--- src/rtl/arb_req_frontend.sv ---
// rtl/arb_req_frontend.sv - four per-client FIFOs drained by a one-hot grant into one registered tagged stream
// REQ and in_ready decode registered counts only, so the arbiter sees no combinational path from in_valid.
module arb_req_frontend #(
  parameter int DATA_W = 8,
  parameter int DEPTH  = 4
) (
  input  logic                clk,
  input  logic                rst_n,
  input  logic [3:0]          in_valid,
  input  logic [4*DATA_W-1:0] in_data,
  output logic [3:0]          in_ready,
  output logic [3:0]          REQ,
  input  logic [3:0]          GNT,
  output logic                out_valid,
  output logic [DATA_W-1:0]   out_data,
  output logic [1:0]          out_port,
  input  logic                out_ready,
  output logic                gnt_err
);

  localparam int AW = $clog2(DEPTH);
  localparam int CW = AW + 1;

  logic [DATA_W-1:0] mem_q [4][DEPTH];
  logic [AW-1:0]     wptr_q [4];
  logic [AW-1:0]     wptr_d [4];
  logic [AW-1:0]     rptr_q [4];
  logic [AW-1:0]     rptr_d [4];
  logic [CW-1:0]     cnt_q  [4];
  logic [CW-1:0]     cnt_d  [4];

  logic [3:0]        push;
  logic [3:0]        pop;
  logic              gnt_multi;
  logic              gnt_onehot;
  logic              out_free;
  logic              pop_any;
  logic [1:0]        pop_idx;

  logic              out_valid_q, out_valid_d;
  logic [DATA_W-1:0] out_data_q, out_data_d;
  logic [1:0]        out_port_q, out_port_d;
  logic              gnt_err_q, gnt_err_d;

  always_comb begin
    gnt_multi  = (GNT & (GNT - 4'd1)) != 4'd0;
    gnt_onehot = (GNT != 4'd0) && !gnt_multi;
    out_free   = !out_valid_q || out_ready;
    pop_any    = 1'b0;
    pop_idx    = 2'd0;
    in_ready   = 4'b0000;
    REQ        = 4'b0000;
    push       = 4'b0000;
    pop        = 4'b0000;
    for (int i = 0; i < 4; i++) begin
      in_ready[i] = cnt_q[i] < CW'(DEPTH);
      REQ[i]      = cnt_q[i] != '0;
      push[i]     = in_valid[i] && in_ready[i];
      pop[i]      = GNT[i] && REQ[i] && out_free && gnt_onehot;
      wptr_d[i]   = wptr_q[i] + AW'(push[i]);
      rptr_d[i]   = rptr_q[i] + AW'(pop[i]);
      cnt_d[i]    = cnt_q[i] + CW'(push[i]) - CW'(pop[i]);
      if (pop[i]) begin
        pop_any = 1'b1;
        pop_idx = 2'(i);
      end
    end

    out_valid_d = out_valid_q;
    out_data_d  = out_data_q;
    out_port_d  = out_port_q;
    if (pop_any) begin
      out_valid_d = 1'b1;
      out_data_d  = mem_q[pop_idx][rptr_q[pop_idx]];
      out_port_d  = pop_idx;
    end else if (out_ready) begin
      out_valid_d = 1'b0;
    end
    gnt_err_d = gnt_multi;
  end

  always_ff @(posedge clk or negedge rst_n) begin
    if (!rst_n) begin
      for (int i = 0; i < 4; i++) begin
        wptr_q[i] <= '0;
        rptr_q[i] <= '0;
        cnt_q[i]  <= '0;
      end
      out_valid_q <= 1'b0;
      out_data_q  <= '0;
      out_port_q  <= 2'd0;
      gnt_err_q   <= 1'b0;
    end else begin
      for (int i = 0; i < 4; i++) begin
        wptr_q[i] <= wptr_d[i];
        rptr_q[i] <= rptr_d[i];
        cnt_q[i]  <= cnt_d[i];
      end
      out_valid_q <= out_valid_d;
      out_data_q  <= out_data_d;
      out_port_q  <= out_port_d;
      gnt_err_q   <= gnt_err_d;
    end
  end

  // Storage is left unreset; the counts alone decide what is valid.
  always_ff @(posedge clk) begin
    for (int i = 0; i < 4; i++) begin
      if (push[i]) mem_q[i][wptr_q[i]] <= in_data[i*DATA_W +: DATA_W];
    end
  end

  assign out_valid = out_valid_q;
  assign out_data  = out_data_q;
  assign out_port  = out_port_q;
  assign gnt_err   = gnt_err_q;

endmodule
--- config.mk ---
export PLATFORM = sky130hd
export DESIGN_NAME = arb_req_frontend
export DESIGN_NICKNAME = d
export VERILOG_FILES = /design/src/rtl/arb_req_frontend.sv
export SDC_FILE = /design/constraint.sdc
export NUM_CORES = 1
export LEC_CHECK = 0
export BUFFER_PORTS_ARGS = -buffer_cell sky130_fd_sc_hd__buf_2
export CORE_ASPECT_RATIO = 0.7
export CORE_MARGIN = 2
export CORE_UTILIZATION = 63
export CTS_CLUSTER_SIZE = 40
export DETAILED_ROUTE_END_ITERATION = 10
export GPL_TIMING_DRIVEN = 0
export PLACE_DENSITY = 0.95
export SKIP_LAST_GASP = 1
export SLEW_MARGIN = 20
export SYNTH_ARGS = -nofsm -noshare
export SYNTH_HDL_FRONTEND = slang
export SYNTH_SLANG_ARGS = --single-unit
--- constraint.sdc ---
create_clock -name clk -period 3.7 [get_ports clk]
set_input_delay 0 -clock clk [delete_from_list [all_inputs] [get_ports clk]]
set_output_delay 0 -clock clk [all_outputs]
set_load 0.05 [all_outputs]
# Yosys cells after proc, flatten, opt, wreduce, memory -nomap -nowiden
# Memories as Yosys holds them, arrays and structs flattened.
# Index checks and enable logic that the tools add are counted.
dict set report word_totals {
  register_bits 40
  ram_bits 128
  in_bits 43
  out_inout_bits 20
  elab_cells 117
  memories 1
}
# name depth word_bits read_ports rd_clocked_by_memory_dff write_ports line_no
set mem_list {}
lappend mem_list {mem_q 4 32 1 0 4 24} ;# logic [DATA_W-1:0] mem_q [4][DEPTH];
dict set report op_classes {
  n_addsub 17
  n_lt_le_gt_ge 14
  n_mux 31
  n_bitwise 7
  reduce_logical 31
}
# operator count
set ops {}
lappend ops {{32-bit two-way mux} 4}
lappend ops {{8-bit demux with 2-bit select} 4}
lappend ops {{8-bit two-way mux} 6}
lappend ops {{1-bit logical AND} 21}
lappend ops {{3-bit >= comparator, second input constant} 6}
lappend ops {{2-bit NOT with 3-bit output} 6}
lappend ops {{2-bit by 1-bit adder with 2-bit output} 8}
lappend ops {{8-bit binary-select mux with 2-bit select} 1}
lappend ops {{3-bit by 1-bit adder with 3-bit output} 4}
lappend ops {{3-bit by 1-bit < comparator with 1-bit output, second input constant} 4}
lappend ops {{3-bit < comparator, second input constant} 4}
lappend ops {{3-bit nonzero test} 4}
lappend ops {{3-bit by 1-bit subtractor with 3-bit output} 4}
lappend ops {{1-bit two-way mux} 11}
lappend ops {{2-bit two-way mux} 4}
lappend ops {{4-bit nonzero test} 2}
lappend ops {{4-bit bitwise AND} 1}
lappend ops {{2-bit binary-select mux with 2-bit select} 1}
lappend ops {{4-bit by 1-bit subtractor with 4-bit output, second input constant} 1}
lappend ops {{1-bit zero test} 2}
lappend ops {{2-bit nonzero test} 1}
lappend ops {{1-bit logical OR} 1}

# Logic depth before layout (Yosys ltp)
# Gate-level depths: netlist of run 1.
dict set report logic_depth {
  depth_word 17
  depth_mapped 14
}

# Least setup slack after synthesis of run 1
# Ideal clock, no wire load.
dict set report synth_path {
  path_kind {flip-flop to flip-flop}
  from {register out_valid_q (netlist: out_valid)}
  to {register cnt_q[5] (netlist name)}
  setup_ns 0.140
  arrival_time_ns 2.740
  path_slack_ns 0.820
  path_stages_with_launch 12
  path_buffers 2
  path_cell_list {dfrtp_1 -> nor2b_1 -> or2_2 -> clkbuf_1 -> clkbuf_1 -> nor2_1 -> ha_1 -> inv_1 -> ha_1 -> fa_1 -> xnor2_1 -> xnor2_1}
}
# item line_no
set synth_lines {}
lappend synth_lines {{from (decl)} 40} ;# logic out_valid_q, out_valid_d;
lappend synth_lines {{from (signal assigned)} 99} ;# out_valid_q <= out_valid_d;
lappend synth_lines {{to (signal, indexed assignment)} 97} ;# cnt_q[i] <= cnt_d[i];
lappend synth_lines {{to (decl)} 29} ;# logic [CW-1:0] cnt_q [4];

==> qor.txt, run 1 <==
FLOORPLAN
---------------------------------------------------------------------------------------
Count of standard-cell rows                                                          31
Die Ht                                                                          90.7 um
Chip Width                                                                       128 um
Core region area                                                           10,400 sq um
Initial standard-cell utilization of the core                                     0.651
Number of top-level design ports                                                     63
Full die area                                                              11,600 sq um

PLACEMENT
---------------------------------------------------------------------------------------
Number of buffer cells added on primary ports                                        61
RePlAce Congestion                                                                0.923
Detailed Place HPWL                                                           11,100 um
Placement Setup Slack                                                            488 ps
# placed instances                                                                  639

DETAILED ROUTING
---------------------------------------------------------------------------------------
Via Count                                                                         4,648
Average wire per standard cell                                                  25.1 um
Wire length after detailed routing                                            17,700 um
Detailed-routing iteration count for the pre-antenna-repair pass                      5
Residual DRC count                                                                    0
Via-to-Cell Ratio                                                                  6.57
Final ANT Viol Nets                                                                   0
Number of violations reported at the end of detailed-routing iteration 0            781

GRT
---------------------------------------------------------------------------------------
Largest net degree at the start of global routing                                    41
Number of antenna violations at the first check in global routing                     0
Remaining global-route overflow                                                       0
Number of global-route vias before repair                                         4,696
Wire length of the first global-routing pass                                  26,200 um
GRT Overall Usage                                                                 0.320

FINISH
---------------------------------------------------------------------------------------
Antenna fix cells                                                                     0
Final instance count without filler cells                                           707
Share of the core filled with cells                                               0.792
Fill count                                                                          547
Fraction of final layout cells sized beyond drive strength 1                      0.195
Layout-stage area growth over the synthesis result                                21.8%
NumNets Final                                                                       623

SYNTH
---------------------------------------------------------------------------------------
Area share of the largest cell type after synthesis                               0.568
Post-synth EDFFs                                                                    128
Count of distinct cell types in the synthesized netlist                              38
Average cell area after synthesis                                            15.2 sq um
Post-synthesis async set-or-reset flop share                                      0.238
Sequential share of the synthesized area                                          0.716
Gate count after technology mapping                                                 446
Largest cells by area after synthesis                                      sky130_fd_sc_hd__edfxtp_1 (57%), sky130_fd_sc_hd__dfrtp_1 (15%), sky130_fd_sc_hd__a22oi_1 (2.8%)
Number of flip-flops and latches in the synthesized netlist                         168
Main synth FF type                                                         sky130_fd_sc_hd__edfxtp_1
Yosys synthesis warning count                                                         0
Cell types with the highest counts after synthesis                         sky130_fd_sc_hd__edfxtp_1 (128), sky130_fd_sc_hd__dfrtp_1 (40), sky130_fd_sc_hd__nand2_1 (39), sky130_fd_sc_hd__a22oi_1 (25), sky130_fd_sc_hd__o21ai_0 (24)
Biggest area consumer among synthesized cells                              sky130_fd_sc_hd__edfxtp_1
Syn nets                                                                            507
Cell Area, Synth                                                             6760 sq um
Cell with the most instances after synthesis                               sky130_fd_sc_hd__edfxtp_1

CTS
---------------------------------------------------------------------------------------
Cell at the root of the clock tree                                         sky130_fd_sc_hd__clkbuf_16
Number of buffers on the longest clock path                                           2
Clock H-tree levels                                                                   4
Worst-path clk slew                                                               70 ps
Postcts setup bufs                                                                    0
Clock buffer count from CTS                                                          17
Clock tree from TritonCTS                                                           yes
Skew-Pair Late Insertion Delay                                                   430 ps
Clock sink count                                                                    168

STA
---------------------------------------------------------------------------------------
Final count of negative-setup-slack endpoints                                         0
TNS Setup                                                                          0 ps
Fmax achieved                                                                   286 MHz
PnR worst setup slack                                                            208 ps
Final hold vios                                                                       0
Headroom to the max-slew limit                                                    0.282
Max-slew violation total from the final report                                        0
Part of the cycle the worst path needs                                            0.944
RSZ-0062 raised after global routing                                              false
Post-layout minimum cycle time                                                  3490 ps
Slew at the pin closest to its max-slew limit                                   1070 ps
Largest clock skew in the final design                                          11.2 ps

SETUP PATH
---------------------------------------------------------------------------------------
CP Capture Point                                                               cnt_q[2]
Capture point of the worst reg-to-reg path                                     cnt_q[2]
CP required                                                                     4050 ps
Critical Path Start                                                              GNT[3]
R2R setup slack                                                                  320 ps
Crit. End Element                                                              register
Startpoint type of the worst setup path                                    primary input
Length in cells of the worst reg-to-reg path                                         12
Data arrival, critical path                                                     3850 ps
Critical path peak fanout                                                            10
Start of the worst register-to-register path                                  out_valid
Classification of the worst setup path                                           in2reg

OUTCOME
---------------------------------------------------------------------------------------
Status                                                                     finished clean

PWR
---------------------------------------------------------------------------------------
Leak pwr                                                                     0.00312 uW
Maximum ir drop on the vdd rail                                              0.000507 V
Power per cell area                                                         776 nW/um^2

HOLD PATH
---------------------------------------------------------------------------------------
Hold Crit Class                                                                  in2reg

RUN
---------------------------------------------------------------------------------------
Max Cap Viol                                                                          0

stage by stage:
stage / total power (uW) / hold WS [ps] / cell area, sq um
after floorplan: 3880 / -296 / 6760
after global placement: 4300 / 175 / 7230
after detailed placement: 4460 / 190 / 7260
after CTS: 6340 / 34.9 / 8240
after global routing: 6620 / 83.5 / 8240
final: 6390 / 43.0 / 8240
worst min-delay path by stage:
| stage | from | end | slack (ps) | cells past startpoint |
|---|---|---|---|---|
| floorplan | rst_n | cnt_q[0] | -300 | 0 |
| global placement | rst_n | cnt_q[3] | 180 | 1 |
| detailed placement | rst_n | wptr_q[3] | 190 | 1 |
| CTS | in_valid[2] | wptr_q[2] | 30 | 4 |
| global route | in_valid[2] | wptr_q[2] | 80 | 4 |
| finish | in_valid[2] | wptr_q[2] | 40 | 4 |
kinds of logic after synthesis:
group,synth area share
DFF,0.716
xor gates and xnor gates,0.0246
buffers and inverters,0.0250
AOI/OAI and AO/OA,0.135
adders and majority gates,0.0392
and+or+nand+nor,0.0597
where the power goes:
| part | internal (uW) | switching (uW) | leakage (uW) | total (uW) |
|---|---|---|---|---|
| Combinational | 564 | 1220 | 0.00119 | 1780 |
| Clock | 1080 | 775 | 0.000291 | 1850 |
| Sequential | 2480 | 278 | 0.00164 | 2760 |
| Total | 4120 | 2270 | 0.00312 | 6390 |
sequential cells by signal, indices dropped and copies added (netlist names):
signal / flops
cnt_q: 12
gnt_err: 1
mem_q: 128
out_data: 8
out_port: 2
out_valid: 1
rptr_q: 8
wptr_q: 8
per-layer routing:
metal / share of wire / up-vias / track usage
met3: 0.13 / 49 / 0.127
met4: 0.023 / 2 / 0.108
li1: - / 1968 / -
met2: 0.47 / 380 / 0.502
met5: 0.0045 / - / 0.0543
met1: 0.37 / 2249 / 0.406
layout make-up:
cell class | count | area [sq um] | area share
Buffer | 25 | 101 | 0.0123
Timing Repair Buffer | 97 | 666 | 0.0808
Multi-Input combinational cell | 235 | 1780 | 0.216
Clock inverter | 15 | 185 | 0.0225
Clock buffer | 17 | 425 | 0.0517
Inverter | 18 | 67.6 | 0.00820
Sequential cell | 168 | 4840 | 0.588
Tap cell | 132 | 165 | 0.0201
what timing repair did:
action,in CTS,in global routing
endpoints found under the hold margin,170,0
setup endpoints to repair,0,0
resized for setup,0,0
hold buffers,36,0
layout by cell type, fill, tap and decap left out, drive strengths merged, types with 19 or more instances in the layout:
cell,synthesis,routed
dfrtp,40,40
o21ai,26,26
nand2,39,39
dlygate4sd3,0,36
a22o,19,19
edfxtp,128,128
a22oi,25,25
inv,18,25
buf,5,66
clkbuf,20,37
worst max-delay path: stages:
cell and delay (ps):
sky130_fd_sc_hd__dlygate4sd3_1 530, sky130_fd_sc_hd__buf_2 160, sky130_fd_sc_hd__nor4b_1 140, sky130_fd_sc_hd__a211oi_1 370, sky130_fd_sc_hd__or2_2 200, sky130_fd_sc_hd__clkbuf_1 390, sky130_fd_sc_hd__clkbuf_1 550, sky130_fd_sc_hd__nor2_1 170
sky130_fd_sc_hd__ha_1 330, sky130_fd_sc_hd__inv_1 60, sky130_fd_sc_hd__ha_1 150, sky130_fd_sc_hd__inv_1 60, sky130_fd_sc_hd__fa_1 380, sky130_fd_sc_hd__xnor2_1 210, sky130_fd_sc_hd__xnor2_1 150
No activity file was read; power rests on OpenSTA's default activity.
==> inputs of run 2 (changes only) <==
Settings changed: CORE_UTILIZATION 63 to 59, CTS_CLUSTER_SIZE 40 to 12, PLACE_DENSITY 0.95 to 0.9, SLEW_MARGIN 20 to 15.
Clock period 3.7 ns to 3.53 ns, I/O delays scaled along.
==> run 2 against run 1 <==
Compared with the run above:
- via count fell by 1.2%
- sequential cell count did not move
- critical endpoint is now cnt_q[8]
- combinational power is 3% higher
==> qor.txt, run 2 (synthesis results as in run 1) <==
OUTCOME
---------------------------------------------------------------------------------------
Status                                                                     finished clean

SETUP PATH
---------------------------------------------------------------------------------------
Start of the worst register-to-register path                                   cnt_q[8]
Data arrival, critical path                                                     3640 ps
Critical path peak fanout                                                            10
CP Capture Point                                                               cnt_q[8]
Length in cells of the worst reg-to-reg path                                          9
Classification of the worst setup path                                          reg2reg
CP required                                                                     3870 ps
Startpoint type of the worst setup path                                        register
R2R setup slack                                                                  230 ps
Critical Path Start                                                            cnt_q[8]
Capture point of the worst reg-to-reg path                                     cnt_q[8]
Crit. End Element                                                              register

DETAILED ROUTING
---------------------------------------------------------------------------------------
Via-to-Cell Ratio                                                                  6.31
Number of violations reported at the end of detailed-routing iteration 0            723
Wire length after detailed routing                                            17,300 um
Via Count                                                                         4,593
Average wire per standard cell                                                  23.7 um
Detailed-routing iteration count for the pre-antenna-repair pass                      7
Residual DRC count                                                                    0
Final ANT Viol Nets                                                                   0

GRT
---------------------------------------------------------------------------------------
Number of antenna violations at the first check in global routing                     0
Number of global-route vias before repair                                         4,537
Remaining global-route overflow                                                       0
Largest net degree at the start of global routing                                    41
GRT Overall Usage                                                                 0.293
Wire length of the first global-routing pass                                  25,700 um

CTS
---------------------------------------------------------------------------------------
Skew-Pair Late Insertion Delay                                                   430 ps
Number of buffers on the longest clock path                                           2
Worst-path clk slew                                                               60 ps
Cell at the root of the clock tree                                         sky130_fd_sc_hd__clkbuf_16
Clock buffer count from CTS                                                          17
Clock tree from TritonCTS                                                           yes
Clock sink count                                                                    168
Postcts setup bufs                                                                    0
Clock H-tree levels                                                                   4

FINISH
---------------------------------------------------------------------------------------
NumNets Final                                                                       623
Antenna fix cells                                                                     0
Most frequent cells in the layout                                          sky130_fd_sc_hd__edfxtp_1 (128), sky130_fd_sc_hd__buf_2 (64), sky130_fd_sc_hd__dfrtp_1 (40)
Fill count                                                                          651
Most common library cell in the layout ignoring fill and taps              sky130_fd_sc_hd__edfxtp_1
Layout-stage area growth over the synthesis result                                22.0%
Fraction of final layout cells sized beyond drive strength 1                      0.195
FF/Latch Area                                                                4840 sq um
Final instance area                                                          8250 sq um
Multi-input gate area in the final layout                                    1780 sq um
Largest register FFs                                                                128

PWR
---------------------------------------------------------------------------------------
Maximum ir drop on the vdd rail                                              0.000543 V
Leak pwr                                                                     0.00312 uW
Sw Pwr                                                                          2310 uW
Combinational share of power                                                      0.278
Cell Int Power                                                                  4310 uW
Net switching fraction of the power                                               0.349
Share of total power in the clock network                                         0.287
Power per cell area                                                         802 nW/um^2
Share of total power in sequential cells                                          0.435

RUN
---------------------------------------------------------------------------------------
Max Cap Viol                                                                          0

STA
---------------------------------------------------------------------------------------
TNS Setup                                                                          0 ps
Fmax achieved                                                                   303 MHz
RSZ-0062 raised after global routing                                              false
Max-slew violation total from the final report                                        0
Headroom to the max-slew limit                                                    0.305
Final hold vios                                                                       0
Largest clock skew in the final design                                          8.61 ps
Post-layout minimum cycle time                                                  3300 ps
Final count of negative-setup-slack endpoints                                         0
Slew at the pin closest to its max-slew limit                                   1040 ps
Part of the cycle the worst path needs                                            0.935

PLACEMENT
---------------------------------------------------------------------------------------
RePlAce Congestion                                                                0.900
Number of buffer cells added on primary ports                                        61
Instance area after placement                                                7290 sq um
Detailed Place HPWL                                                           11,200 um

HOLD PATH
---------------------------------------------------------------------------------------
Startpoint of the tightest hold check path                                  in_valid[2]
Hold Crit Class                                                                  in2reg

FLOORPLAN
---------------------------------------------------------------------------------------
Full die area                                                              12,400 sq um
Number of top-level design ports                                                     63
Initial standard-cell utilization of the core                                     0.610
Core region area                                                           11,100 sq um
Count of standard-cell rows                                                          32
Die Ht                                                                          93.6 um
Chip Width                                                                       132 um

[run 2: cell count changes in the layout (fill, tap and decap cells not counted), sizes merged]
cell,change
inv,-4
clkbuf,+1
clkinv,+3
[run 2: worst max-delay path, stage by stage, from the launching register on]
cell and delay, ps:
sky130_fd_sc_hd__dfrtp_1 440, sky130_fd_sc_hd__o31ai_2 180, sky130_fd_sc_hd__nor4b_2 870, sky130_fd_sc_hd__clkbuf_1 590, sky130_fd_sc_hd__xor2_1 220, sky130_fd_sc_hd__ha_1 160, sky130_fd_sc_hd__inv_1 50, sky130_fd_sc_hd__fa_1 380
sky130_fd_sc_hd__xnor2_1 190, sky130_fd_sc_hd__xnor2_1 140
[run 2: per-stage QoR]
step / total power, uW / std cells / utilization / hold WS [ps] / setup slack (ps)
finish: 6620 / 728 / 0.744 / 69.9 / 231
detailed placement: 4670 / 660 / 0.657 / 206 / 271
floorplan: 4070 / 446 / - / -296 / 650
global placement: 4530 / 660 / 0.655 / 197 / 402
global route: 6870 / 728 / 0.744 / 103 / 28.2
CTS: 6580 / 728 / 0.744 / 44.6 / 125
[run 2: layout make-up]
| type | count | share of cell area |
|---|---|---|
| Buffer | 25 | 0.0124 |
| Timing Repair Buffer | 97 | 0.0806 |
| Multi-Input combinational cell | 235 | 0.216 |
| Inverter | 18 | 0.00819 |
| Sequential cell | 168 | 0.587 |
| Tap cell | 153 | 0.0232 |
| Clock inverter | 14 | 0.0209 |
| Clock buffer | 18 | 0.0520 |
[run 2: worst min-delay path by stage]
stage	endpoint	slack, ps	cells past startpoint
floorplan	cnt_q[0]	-300	0
detailed placement	wptr_q[2]	210	1
CTS	wptr_q[2]	40	4
global route	wptr_q[6]	100	4
global placement	out_data[0]	200	1
finish	wptr_q[2]	70	4
[run 2: repair_timing]
item                                   in CTS  in global routing
setup endpoints to repair                   0                  3
gates resized for setup                     0                  2
endpoints found under the hold margin     170                  0
hold buffers                               36                  0
[run 2: power groups by stage]
| stage | Clock [uW] | Combinational, uW | Sequential (uW) |
|---|---|---|---|
| floorplan | 0 | 1040 | 3020 |
| global placement | 0 | 1670 | 2860 |
| detailed placement | 0 | 1760 | 2910 |
| CTS | 1890 | 1810 | 2870 |
| global route | 1980 | 1970 | 2920 |
| finish | 1900 | 1840 | 2880 |
[run 2: metal layers]
metal,GRT usage,routed length (um),vias up
met5,0,0,-
met4,0.0897,363,0
met3,0.100,2510,50
met2,0.455,7930,352
met1,0.396,6450,2233
li1,-,-,1958
==> inputs of run 3 (changes only) <==
Settings changed: ABC_AREA set to 1, CORE_UTILIZATION 59 to 60, PLACE_DENSITY 0.9 to 0.91.
==> run 3 against run 2 <==
Compared with the run above:
- clock skew increased by 5.8 ps
- cell count grew 49%
- combinational power is 24% higher
- synthesized cell count up 78%
- via count is 29% higher
- wire length increased by 14%
- sequential share of layout area is 6.5 points lower
- non-clock buffer count rose by 4
- design area grew 13%
- register-to-register slack better by 850 ps
- critical endpoint is now cnt_q[11]
- largest cell class unchanged
==> qor.txt, run 3 <==
FINISH
---------------------------------------------------------------------------------------
Antenna fix cells                                                                     0
Most frequent cells in the layout                                          sky130_fd_sc_hd__nand2_1 (269), sky130_fd_sc_hd__inv_1 (149), sky130_fd_sc_hd__edfxtp_1 (128)
Most common library cell in the layout ignoring fill and taps              sky130_fd_sc_hd__nand2_1
Share of the core filled with cells                                               0.742
Final instance count without filler cells                                         1,086
NumNets Final                                                                       972
Layout-stage area growth over the synthesis result                                20.3%
Final instance area                                                          9290 sq um
Largest register FFs                                                                128
Fraction of final layout cells sized beyond drive strength 1                      0.150

STA
---------------------------------------------------------------------------------------
Hold_ws                                                                          103 ps
Post-layout minimum cycle time                                                  3350 ps
Headroom to the max-slew limit                                                    0.216
Final hold vios                                                                       0
Largest clock skew in the final design                                          14.4 ps
Max-slew violation total from the final report                                        0
RSZ-0062 raised after global routing                                              false
TNS Setup                                                                          0 ps
Slew at the pin closest to its max-slew limit                                   1170 ps
Part of the cycle the worst path needs                                            0.950
Fmax achieved                                                                   298 MHz
Final count of negative-setup-slack endpoints                                         0

SYNTH
---------------------------------------------------------------------------------------
Biggest area consumer among synthesized cells                              sky130_fd_sc_hd__edfxtp_1
Main synth FF type                                                         sky130_fd_sc_hd__edfxtp_1
Post-synth EDFFs                                                                    128
Area share of the largest cell type after synthesis                               0.498
Cell types with the highest counts after synthesis                         sky130_fd_sc_hd__nand2_1 (269), sky130_fd_sc_hd__inv_1 (149), sky130_fd_sc_hd__edfxtp_1 (128), sky130_fd_sc_hd__nand3_1 (97), sky130_fd_sc_hd__dfrtp_1 (40)
Post-synthesis async set-or-reset flop share                                      0.238
Sequential share of the synthesized area                                          0.627
Yosys synthesis warning count                                                         0
Largest cells by area after synthesis                                      sky130_fd_sc_hd__edfxtp_1 (50%), sky130_fd_sc_hd__nand2_1 (13%), sky130_fd_sc_hd__dfrtp_1 (13%)
Cell with the most instances after synthesis                               sky130_fd_sc_hd__nand2_1
Count of distinct cell types in the synthesized netlist                              24
Number of flip-flops and latches in the synthesized netlist                         168
Syn nets                                                                            853
Gate count after technology mapping                                                 792
Average cell area after synthesis                                            9.75 sq um
Cell Area, Synth                                                             7720 sq um

CTS
---------------------------------------------------------------------------------------
Worst-path clk slew                                                               70 ps
Skew-Pair Late Insertion Delay                                                   430 ps
Cell at the root of the clock tree                                         sky130_fd_sc_hd__clkbuf_16
Clock buffer count from CTS                                                          17
Clock tree from TritonCTS                                                           yes
Number of buffers on the longest clock path                                           2
Clock H-tree levels                                                                   4
Clock sink count                                                                    168

PLACEMENT
---------------------------------------------------------------------------------------
Detailed Place HPWL                                                           13,300 um
Instance area after placement                                                8250 sq um
# placed instances                                                                1,016
Number of buffer cells added on primary ports                                        62
RePlAce Congestion                                                                0.987

DETAILED ROUTING
---------------------------------------------------------------------------------------
Via Count                                                                         5,940
Number of violations reported at the end of detailed-routing iteration 0            658
Via-to-Cell Ratio                                                                  5.47
Final ANT Viol Nets                                                                   0
Average wire per standard cell                                                  18.2 um
Wire length after detailed routing                                            19,700 um
Detailed-routing iteration count for the pre-antenna-repair pass                      9
Residual DRC count                                                                    0

SETUP PATH
---------------------------------------------------------------------------------------
Critical path peak fanout                                                             6
Classification of the worst setup path                                           in2reg
Cell Chain, Critical Path                                                  dlygate4sd3_1, buf_2, nor2_1, dlygate4sd3_1, nand2_1, dlygate4sd3_1, nand2_2, nand2_4, nor2_1, ha_1, inv_1, ha_1, fa_1, xnor2_1, xor2_1
Data arrival, critical path                                                     3710 ps
Worst-path cell with the longest stage delay                               sky130_fd_sc_hd__dlygate4sd3_1
Maximum cell stage delay along the critical path                                 580 ps
Buf/Inv on CP                                                                         5
Kind of cell adding the most delay to the critical path                    buffers and inverters
CP required                                                                     3880 ps
Most numerous cell on the critical path                                    sky130_fd_sc_hd__dlygate4sd3_1
Crit. End Element                                                              register
Startpoint type of the worst setup path                                    primary input

PWR
---------------------------------------------------------------------------------------
Leak pwr                                                                     0.00448 uW
Power per cell area                                                         750 nW/um^2
Maximum ir drop on the vdd rail                                              0.000855 V

FLOORPLAN
---------------------------------------------------------------------------------------
Initial standard-cell utilization of the core                                     0.617
Full die area                                                              13,800 sq um
Chip Width                                                                       140 um
Die Ht                                                                          98.9 um
Count of standard-cell rows                                                          34
Core region area                                                           12,500 sq um
Number of top-level design ports                                                     63

RUN
---------------------------------------------------------------------------------------
Max Cap Viol                                                                          0

GRT
---------------------------------------------------------------------------------------
Largest net degree at the start of global routing                                    41
Number of antenna violations at the first check in global routing                     0
Number of global-route vias before repair                                         5,799
Remaining global-route overflow                                                       0
GRT Overall Usage                                                                 0.294
Wire length of the first global-routing pass                                  30,100 um

HOLD PATH
---------------------------------------------------------------------------------------
Hold Crit Class                                                                  in2reg

OUTCOME
---------------------------------------------------------------------------------------
Status                                                                     finished clean

==> run 3: cell type report <==
cell class	count	area, sq um
repair buffers	101	698
flip-flops and latches	168	4840
multi-input cells	445	2230
well taps	162	203
plain buffers	25	143
clock inverters	15	170
fillers	841	3220
inverters	153	574
clock buffers	17	425
==> run 3: final timing paths <==
kind	startpoint	to	slack [ps]	depth (start not counted)
worst min-delay path	in_valid[2]	wptr_q[2]	100	4
worst max-delay path	GNT[2]	cnt_q[11]	180	15
worst max register to register	out_valid	cnt_q[8]	1080	11
worst min register to register	rptr_q[1]	rptr_q[1]	480	1
max in group asynchronous	rst_n	cnt_q[11]	2650	2
min in group asynchronous	rst_n	cnt_q[5]	270	2
==> run 3: cell families after synthesis <==
family          after synthesis  share of synthesized area
compound gates                5                    0.00616
flops                       168                      0.627
buf+inv                     179                     0.0927
xor+xnor                     18                     0.0204
fa+ha+maj                    18                     0.0331
simple gates                403                      0.218
mux                           1                    0.00178
==> run 3: per-stage QoR <==
step,worst slack [ps],total power (uW)
finish,175,6960
global route,14.3,7310
CTS,62.9,6870
detailed placement,891,5000
global placement,926,4900
floorplan,936,4370
==> run 3: layer usage <==
metal  up-vias  share of wire  GRT usage
met5         -              0          0
met4         0          0.017     0.0923
met3        49           0.12     0.0797
li1       2732              -          -
met2       367           0.45      0.455
met1      2792           0.41      0.415
==> run 3: timing repair <==
item                       in CTS  in global routing
setup buffers                   0                  1
hold endpoints to repair      170                  0
hold buffers                   38                  0
setup endpoints to repair       0                  2
resized for setup               0                  4
==> run 3: worst reg2reg max path, cell delays in order, from the launching register on <==
cell and delay, ps:
sky130_fd_sc_hd__dfrtp_1 400, sky130_fd_sc_hd__nand2_1 190, sky130_fd_sc_hd__nand2_1 100, sky130_fd_sc_hd__nor2_1 190, sky130_fd_sc_hd__nand3_4 150, sky130_fd_sc_hd__buf_4 260, sky130_fd_sc_hd__xor2_1 160, sky130_fd_sc_hd__ha_1 160
sky130_fd_sc_hd__inv_1 50, sky130_fd_sc_hd__fa_1 370, sky130_fd_sc_hd__xnor2_1 170, sky130_fd_sc_hd__xor2_1 170
==> run 3: report_power, final <==
group	switching [uW]	internal [uW]
sequential	251	2600
combinational	1610	669
clock	883	952
